===== src/rtl/serializer_if.sv =====
// Parallel-side handshake bundle for the serial command link transmitter.
// The source drives word, command bit and valid; the serializer returns ready.
interface serializer_if #(
  parameter int DATA_W = 5
);
  logic [DATA_W-1:0] data_i;
  logic              command_i;
  logic              valid_i;
  logic              ready_o;

  modport master (
    output data_i,
    output command_i,
    output valid_i,
    input  ready_o
  );

  modport slave (
    input  data_i,
    input  command_i,
    input  valid_i,
    output ready_o
  );
endinterface


===== src/rtl/serializer.sv =====
// Serial command link transmitter: DATA_W data bits MSB first, then command bit.
// Optional macro SERIALIZER_SKID_BUF_EN adds a one-entry holding register.
module serializer #(
  parameter int DATA_W   = 5,
  parameter int IDLE_GAP = 0
) (
  input  logic        clk_i,
  input  logic        rst_ni,
  serializer_if.slave in_if,
  output logic        ser_data_o,
  output logic        data_val_o,
  output logic        busy_o
);

  localparam int BW = $clog2(DATA_W + 1);
  localparam int GW = (IDLE_GAP > 0) ? $clog2(IDLE_GAP + 1) : 1;

  typedef enum logic [1:0] {
    S_IDLE,
    S_DATA,
    S_CMD,
    S_GAP
  } state_e;

  state_e            state_q, state_d;
  logic [DATA_W-1:0] sh_q, sh_d, sh_nx;
  logic              cmd_q, cmd_d;
  logic [BW-1:0]     bcnt_q, bcnt_d;
  logic [GW-1:0]     gcnt_q, gcnt_d;
  logic              ser_q, ser_d;
  logic              val_q, val_d;
  logic              busy_q, busy_d;
  logic              ready, accept;
  logic              frame_end;
  logic              ld;
  logic [DATA_W-1:0] ld_data;
  logic              ld_cmd;

`ifdef SERIALIZER_SKID_BUF_EN
  logic [DATA_W-1:0] hold_q, hold_d;
  logic              hcmd_q, hcmd_d;
  logic              hfull_q, hfull_d;

  assign ready = rst_ni & ~hfull_q;
`else
  assign ready = rst_ni & (state_q == S_IDLE);
`endif

  assign accept        = in_if.valid_i & ready;
  assign in_if.ready_o = ready;
  assign ser_data_o    = ser_q;
  assign data_val_o    = val_q;
  assign busy_o        = busy_q;

  // Next state, shifter/counter updates and next registered outputs
  always_comb begin
    state_d   = state_q;
    sh_d      = sh_q;
    cmd_d     = cmd_q;
    bcnt_d    = bcnt_q;
    gcnt_d    = gcnt_q;
    ser_d     = 1'b0;
    val_d     = 1'b0;
    busy_d    = 1'b0;
    frame_end = 1'b0;
    ld        = 1'b0;
    ld_data   = in_if.data_i;
    ld_cmd    = in_if.command_i;
    sh_nx     = sh_q << 1;
`ifdef SERIALIZER_SKID_BUF_EN
    hold_d    = hold_q;
    hcmd_d    = hcmd_q;
    hfull_d   = hfull_q;
`endif

    unique case (state_q)
      S_IDLE: begin
        ld = accept;
      end
      S_DATA: begin
        busy_d = 1'b1;
        if (bcnt_q == BW'(1)) begin
          state_d = S_CMD;
          ser_d   = cmd_q;
        end else begin
          sh_d   = sh_nx;
          bcnt_d = bcnt_q - BW'(1);
          ser_d  = sh_nx[DATA_W-1];
        end
      end
      S_CMD: begin
        if (IDLE_GAP > 0) begin
          state_d = S_GAP;
          gcnt_d  = GW'(IDLE_GAP);
          busy_d  = 1'b1;
        end else begin
          frame_end = 1'b1;
        end
      end
      S_GAP: begin
        if (gcnt_q == GW'(1)) begin
          frame_end = 1'b1;
        end else begin
          gcnt_d = gcnt_q - GW'(1);
          busy_d = 1'b1;
        end
      end
      default: state_d = S_IDLE;
    endcase

    if (frame_end) begin
      state_d = S_IDLE;
    end

`ifdef SERIALIZER_SKID_BUF_EN
    // Held word wins the shifter; an empty holder lets a new word bypass it
    if (frame_end && hfull_q) begin
      ld      = 1'b1;
      ld_data = hold_q;
      ld_cmd  = hcmd_q;
      hfull_d = 1'b0;
    end else if (frame_end) begin
      ld = accept;
    end
    if (accept && (state_q != S_IDLE) && !(frame_end && !hfull_q)) begin
      hold_d  = in_if.data_i;
      hcmd_d  = in_if.command_i;
      hfull_d = 1'b1;
    end
`endif

    if (ld) begin
      state_d = S_DATA;
      sh_d    = ld_data;
      cmd_d   = ld_cmd;
      bcnt_d  = BW'(DATA_W);
      ser_d   = ld_data[DATA_W-1];
      val_d   = 1'b1;
      busy_d  = 1'b1;
    end
  end

  // State, datapath and registered outputs; reset aborts any frame
  always_ff @(posedge clk_i or negedge rst_ni) begin
    if (!rst_ni) begin
      state_q <= S_IDLE;
      sh_q    <= '0;
      cmd_q   <= 1'b0;
      bcnt_q  <= '0;
      gcnt_q  <= '0;
      ser_q   <= 1'b0;
      val_q   <= 1'b0;
      busy_q  <= 1'b0;
    end else begin
      state_q <= state_d;
      sh_q    <= sh_d;
      cmd_q   <= cmd_d;
      bcnt_q  <= bcnt_d;
      gcnt_q  <= gcnt_d;
      ser_q   <= ser_d;
      val_q   <= val_d;
      busy_q  <= busy_d;
    end
  end

`ifdef SERIALIZER_SKID_BUF_EN
  // Holding register for a word accepted while a frame is in flight
  always_ff @(posedge clk_i or negedge rst_ni) begin
    if (!rst_ni) begin
      hold_q  <= '0;
      hcmd_q  <= 1'b0;
      hfull_q <= 1'b0;
    end else begin
      hold_q  <= hold_d;
      hcmd_q  <= hcmd_d;
      hfull_q <= hfull_d;
    end
  end
`endif

endmodule


===== src/flat_wrapper.sv =====
// flat-port wrapper written by rule: the top's interface ports become plain ports
module serializer_flat 
#(
  parameter int DATA_W   = 5,
  parameter int IDLE_GAP = 0
)
  (clk_i, rst_ni, ser_data_o, data_val_o, busy_o, in_if_data_i, in_if_command_i, in_if_valid_i, in_if_ready_o);
  serializer_if #(.DATA_W(DATA_W)) in_if_i ();
  input  logic clk_i;
  input  logic rst_ni;
  output logic ser_data_o;
  output logic data_val_o;
  output logic busy_o;
  input wire logic [$bits(in_if_i.data_i)-1:0] in_if_data_i;
  input wire logic [$bits(in_if_i.command_i)-1:0] in_if_command_i;
  input wire logic [$bits(in_if_i.valid_i)-1:0] in_if_valid_i;
  output wire logic [$bits(in_if_i.ready_o)-1:0] in_if_ready_o;
  assign in_if_i.data_i = in_if_data_i;
  assign in_if_i.command_i = in_if_command_i;
  assign in_if_i.valid_i = in_if_valid_i;
  assign in_if_ready_o = in_if_i.ready_o;
  serializer #(.DATA_W(DATA_W), .IDLE_GAP(IDLE_GAP)) u_core (.clk_i(clk_i), .rst_ni(rst_ni), .in_if(in_if_i), .ser_data_o(ser_data_o), .data_val_o(data_val_o), .busy_o(busy_o));
endmodule

===== config.mk =====
export PLATFORM = sky130hd
export DESIGN_NAME = serializer_flat
export DESIGN_NICKNAME = d
export VERILOG_FILES = /design/src/rtl/serializer_if.sv /design/src/rtl/serializer.sv /design/src/flat_wrapper.sv
export SDC_FILE = /design/constraint.sdc
export NUM_CORES = 1
export LEC_CHECK = 0
export CORE_MARGIN = 3
export CORE_UTILIZATION = 41
export DETAILED_ROUTE_END_ITERATION = 6
export PLACE_DENSITY = 0.65
export SYNTH_ARGS = -nofsm -noshare
export SYNTH_HDL_FRONTEND = slang
export SYNTH_SLANG_ARGS = --single-unit

===== constraint.sdc =====
create_clock -name clk_i -period 1.5 [get_ports clk_i]
set_input_delay 0.225 -clock clk_i [delete_from_list [all_inputs] [get_ports clk_i]]
set_output_delay 0.225 -clock clk_i [all_outputs]
set_load 0.02 [all_outputs]

==> results.md <==
- CP Cell Sequence: clkdlybuf4s50_1
- Post-synthesis cell type count: 24
- Fin cells: 100
- Routability congestion estimate from global placement: 0.721
- Number of DRC violations after detailed routing: 0
- Total power after layout: 0.00153 W
- Crit path max-delay family: buffers and inverters
- Maximum vdd drop: 1.07 mV
- Setup fix buffers added after clock tree synthesis: 0
- Max FO, Critical Path: 1
- Post-Place Worst Slack: -0.273 ns
- Initial cell density of the core: 0.466
- Remaining max-slew budget at the tightest pin: 0.757
- Clock input transition at the sequential cells of the worst setup and hold paths: 0.08 ns
- Seq cells post-synth: 14
- Top-level port count: 13
- Status: finished, final reports clean
- Average wire per standard cell: 13.1 µm
- Worst Path Required: 1.27 ns
- Via count of the first global-routing pass: 500
- Leakage: 0.403 nW
- TritonCTS clock tree: done
- CP bufs+invs: 1
- Placed Cells incl. Taps: 97
- Vias after detailed routing: 518
- Most common cell after layout, fill and taps aside: sky130_fd_sc_hd__dfrtp_1
- Horizontal extent of the die: 45.9 µm
- Count of mapped cells out of synthesis: 63
- Number of maximum-capacitance constraint violations: 0
- Post-route ant nets: 0
- Final setup fails: 0
- Final hold violation count: 0
- Root buffer cell: sky130_fd_sc_hd__clkbuf_4
- Top library cells by usage in the layout, fill and taps aside: sky130_fd_sc_hd__dfrtp_1, sky130_fd_sc_hd__clkdlybuf4s50_1, sky130_fd_sc_hd__buf_4
- R2R cell count: 4
- Floorplan Core Area: 0.00140 mm²
- Worst reg2reg startpoint: u_core.bcnt_q[0]$_DFFE_PN0P_
- Netlist area before placement: 652 µm²
- Net count after synthesis: 74
- Cell row count: 13
- Syn-to-layout area delta: 31.9%
- Overall track demand over capacity in global routing: 0.148
- Port buffer count: 12
- Category of the worst setup path capture point: output port
- DIE HEIGHT: 45.9 µm
- Worst path setup slack after routing: 0.0639 ns
- Pin slew with the least headroom to its limit: 0.363 ns
- Pwr Density: 1780 mW/mm²
- Cts-stage hold buffer count: 0
- Number of clock sinks seen by CTS: 14
- Starting DRT DRC Count: 2
- Number of antenna violations at the first check in global routing: 0
- Sequential fraction of the synthesis area: 0.537
- Wire length of the first global-routing pass: 2150 µm
- Cell area after placement: 842 µm²
- Antenna Diode Count: 0
- Period Utilization, post-route: 0.957
- Pin count of the biggest net entering global routing: 16
- Clock latency on the worst-skew pair: 0.27 ns
- Mean instance size in the synthesized netlist: 10.3 µm²
- DRT Wirelength: 1310 µm
- Kind of path behind the tightest hold check: in -> async
- Final worst clock skew: 0.00161 ns
- Critical path class: reg -> out
- Maximum buffer depth of the clock tree: 2
- Cell type of the slowest stage on the worst timing path: sky130_fd_sc_hd__clkdlybuf4s50_1
- Time the worst path needs with I/O delays and setup: 1.44 ns
- CTS H-tree depth: 1
- Residual overflow from global routing: 0
- Capture point of the worst reg-to-reg path: u_core.bcnt_q[1]$_DFFE_PN0P_
- Summed area of non-filler cells in the final layout: 860 µm²
- Kind of start point of the critical path: flop
- Share of cells above drive strength 1: 0.176
- Worst path max stage delay: 0.60 ns
- Worst reg2reg setup slack: 0.14 ns
- HPWL after detailed placement: 979 µm
- Nets: 98
- Arrival time reported for the critical path endpoint: 1.21 ns
- Synthesis Warnings: 0
- Count of final max-slew check failures: 0
- RSZ-0062 raised after global routing: no
- First-pass DRT Iterations: 4
- Overall die area: 0.00210 mm²
- Inserted Clock Buffers: 3
- Via density: 5.18
- Maximum operating frequency: 0.696 GHz
-- what timing repair did --
item	4_1_cts	5_1_grt
pin swaps	0	0
setup endpoints to repair	1	1
hold endpoints to repair	0	0
resized for setup	1	3
-- synth_stat cells --
master / instances / area (µm²)
sky130_fd_sc_hd__dfrtp_1: 14 / 350
sky130_fd_sc_hd__nand2b_1: 2 / 12.5
sky130_fd_sc_hd__buf_2: 1 / 5.00
sky130_fd_sc_hd__nor2b_1: 2 / 12.5
sky130_fd_sc_hd__a311oi_1: 1 / 8.76
sky130_fd_sc_hd__a21o_1: 2 / 15.0
sky130_fd_sc_hd__nand2_1: 6 / 22.5
sky130_fd_sc_hd__inv_6: 1 / 8.76
sky130_fd_sc_hd__a21boi_1: 1 / 7.51
sky130_fd_sc_hd__ha_1: 2 / 25.0
sky130_fd_sc_hd__buf_4: 1 / 7.51
sky130_fd_sc_hd__o21ai_1: 2 / 10.0
sky130_fd_sc_hd__a31oi_1: 4 / 25.0
sky130_fd_sc_hd__nand3_1: 5 / 25.0
sky130_fd_sc_hd__nand4bb_1: 1 / 11.3
sky130_fd_sc_hd__inv_1: 2 / 7.51
sky130_fd_sc_hd__nor3b_1: 1 / 7.51
sky130_fd_sc_hd__and3_1: 1 / 6.26
sky130_fd_sc_hd__and2_1: 1 / 6.26
sky130_fd_sc_hd__buf_6: 1 / 11.3
sky130_fd_sc_hd__a21oi_1: 1 / 5.00
sky130_fd_sc_hd__nor2_1: 3 / 11.3
sky130_fd_sc_hd__mux2i_1: 2 / 20.0
sky130_fd_sc_hd__o21ai_0: 6 / 30.0
-- sequential cells by signal, indices dropped and copies added, names as in the netlist --
| name | count |
|---|---|
| u_core.sh_q | 4 |
| u_core.bcnt_q | 3 |
| u_core.state_q | 2 |
| u_core.busy_o | 1 |
| u_core.cmd_q | 1 |
| u_core.data_val_o | 1 |
| u_core.gcnt_q | 1 |
| u_core.ser_data_o | 1 |
-- cells by family (layout without fill, tap and decap cells) --
logic type | after synthesis | after routing | share of synthesized area
muxes | 2 | 2 | 0.0307
and+or+nand+nor | 22 | 22 | 0.177
buffers and inverters | 6 | 28 | 0.0614
adders and majority gates | 2 | 2 | 0.0384
DFF | 14 | 14 | 0.537
AOI/OAI and AO/OA | 17 | 17 | 0.155
-- worst register-to-register path, delay by kind of cell, from the launching register on --
kind | cells | cell delay (ns)
compound gates | 2 | 0.37
fa+ha+maj | 1 | 0.21
flops | 1 | 0.40
simple gates | 1 | 0.28
-- cell type report --
| class | count | area, µm² |
|---|---|---|
| Tap cell | 15 | 18.8 |
| Inverter | 3 | 16.3 |
| Fill cell | 118 | 539 |
| Sequential cell | 14 | 350 |
| Multi-Input combinational cell | 43 | 262 |
| Clock buffer | 3 | 22.5 |
| Timing Repair Buffer | 22 | 190 |
-- worst max-delay path by stage --
stage                                   from            end  slack, ns  cells past startpoint
2_1_floorplan  u_core.state_q[0]$_DFFE_PN0P_  in_if_ready_o       0.32                      1
3_3_place_gp                          rst_ni  in_if_ready_o      -0.25                      3
3_5_place_dp                          rst_ni  in_if_ready_o      -0.27                      3
4_1_cts                               rst_ni  in_if_ready_o       0.02                      3
5_1_grt              u_core.busy_o$_DFF_PN0_         busy_o       0.02                      1
6_report             u_core.busy_o$_DFF_PN0_         busy_o       0.06                      1
-- layer usage --
layer  GRT usage  wire length, µm  part of all wire
met3      0.0553               65             0.050
met4      0.0682               11            0.0084
met5           0                0                 0
met1       0.174              604              0.46
met2       0.236              623              0.48
-- report_power, final --
group / switching (W) / leakage (nW) / internal, W
logic: 0.000358 / 0.219 / 0.000356
clock network: 0.000115 / 0.0138 / 0.0000930
registers: 0.0000777 / 0.171 / 0.000530
-- per-stage QoR --
stage,hold WS (ns),utilization,TNS [ns]
after floorplan,-0.0706,-,0
after global placement,0.462,0.602,-1.24
after detailed placement,0.465,0.602,-1.29
after CTS,0.306,0.617,0
after global routing,0.316,0.614,0
final,0.299,0.614,0
Note: power is estimated with default switching activity, not from simulation.
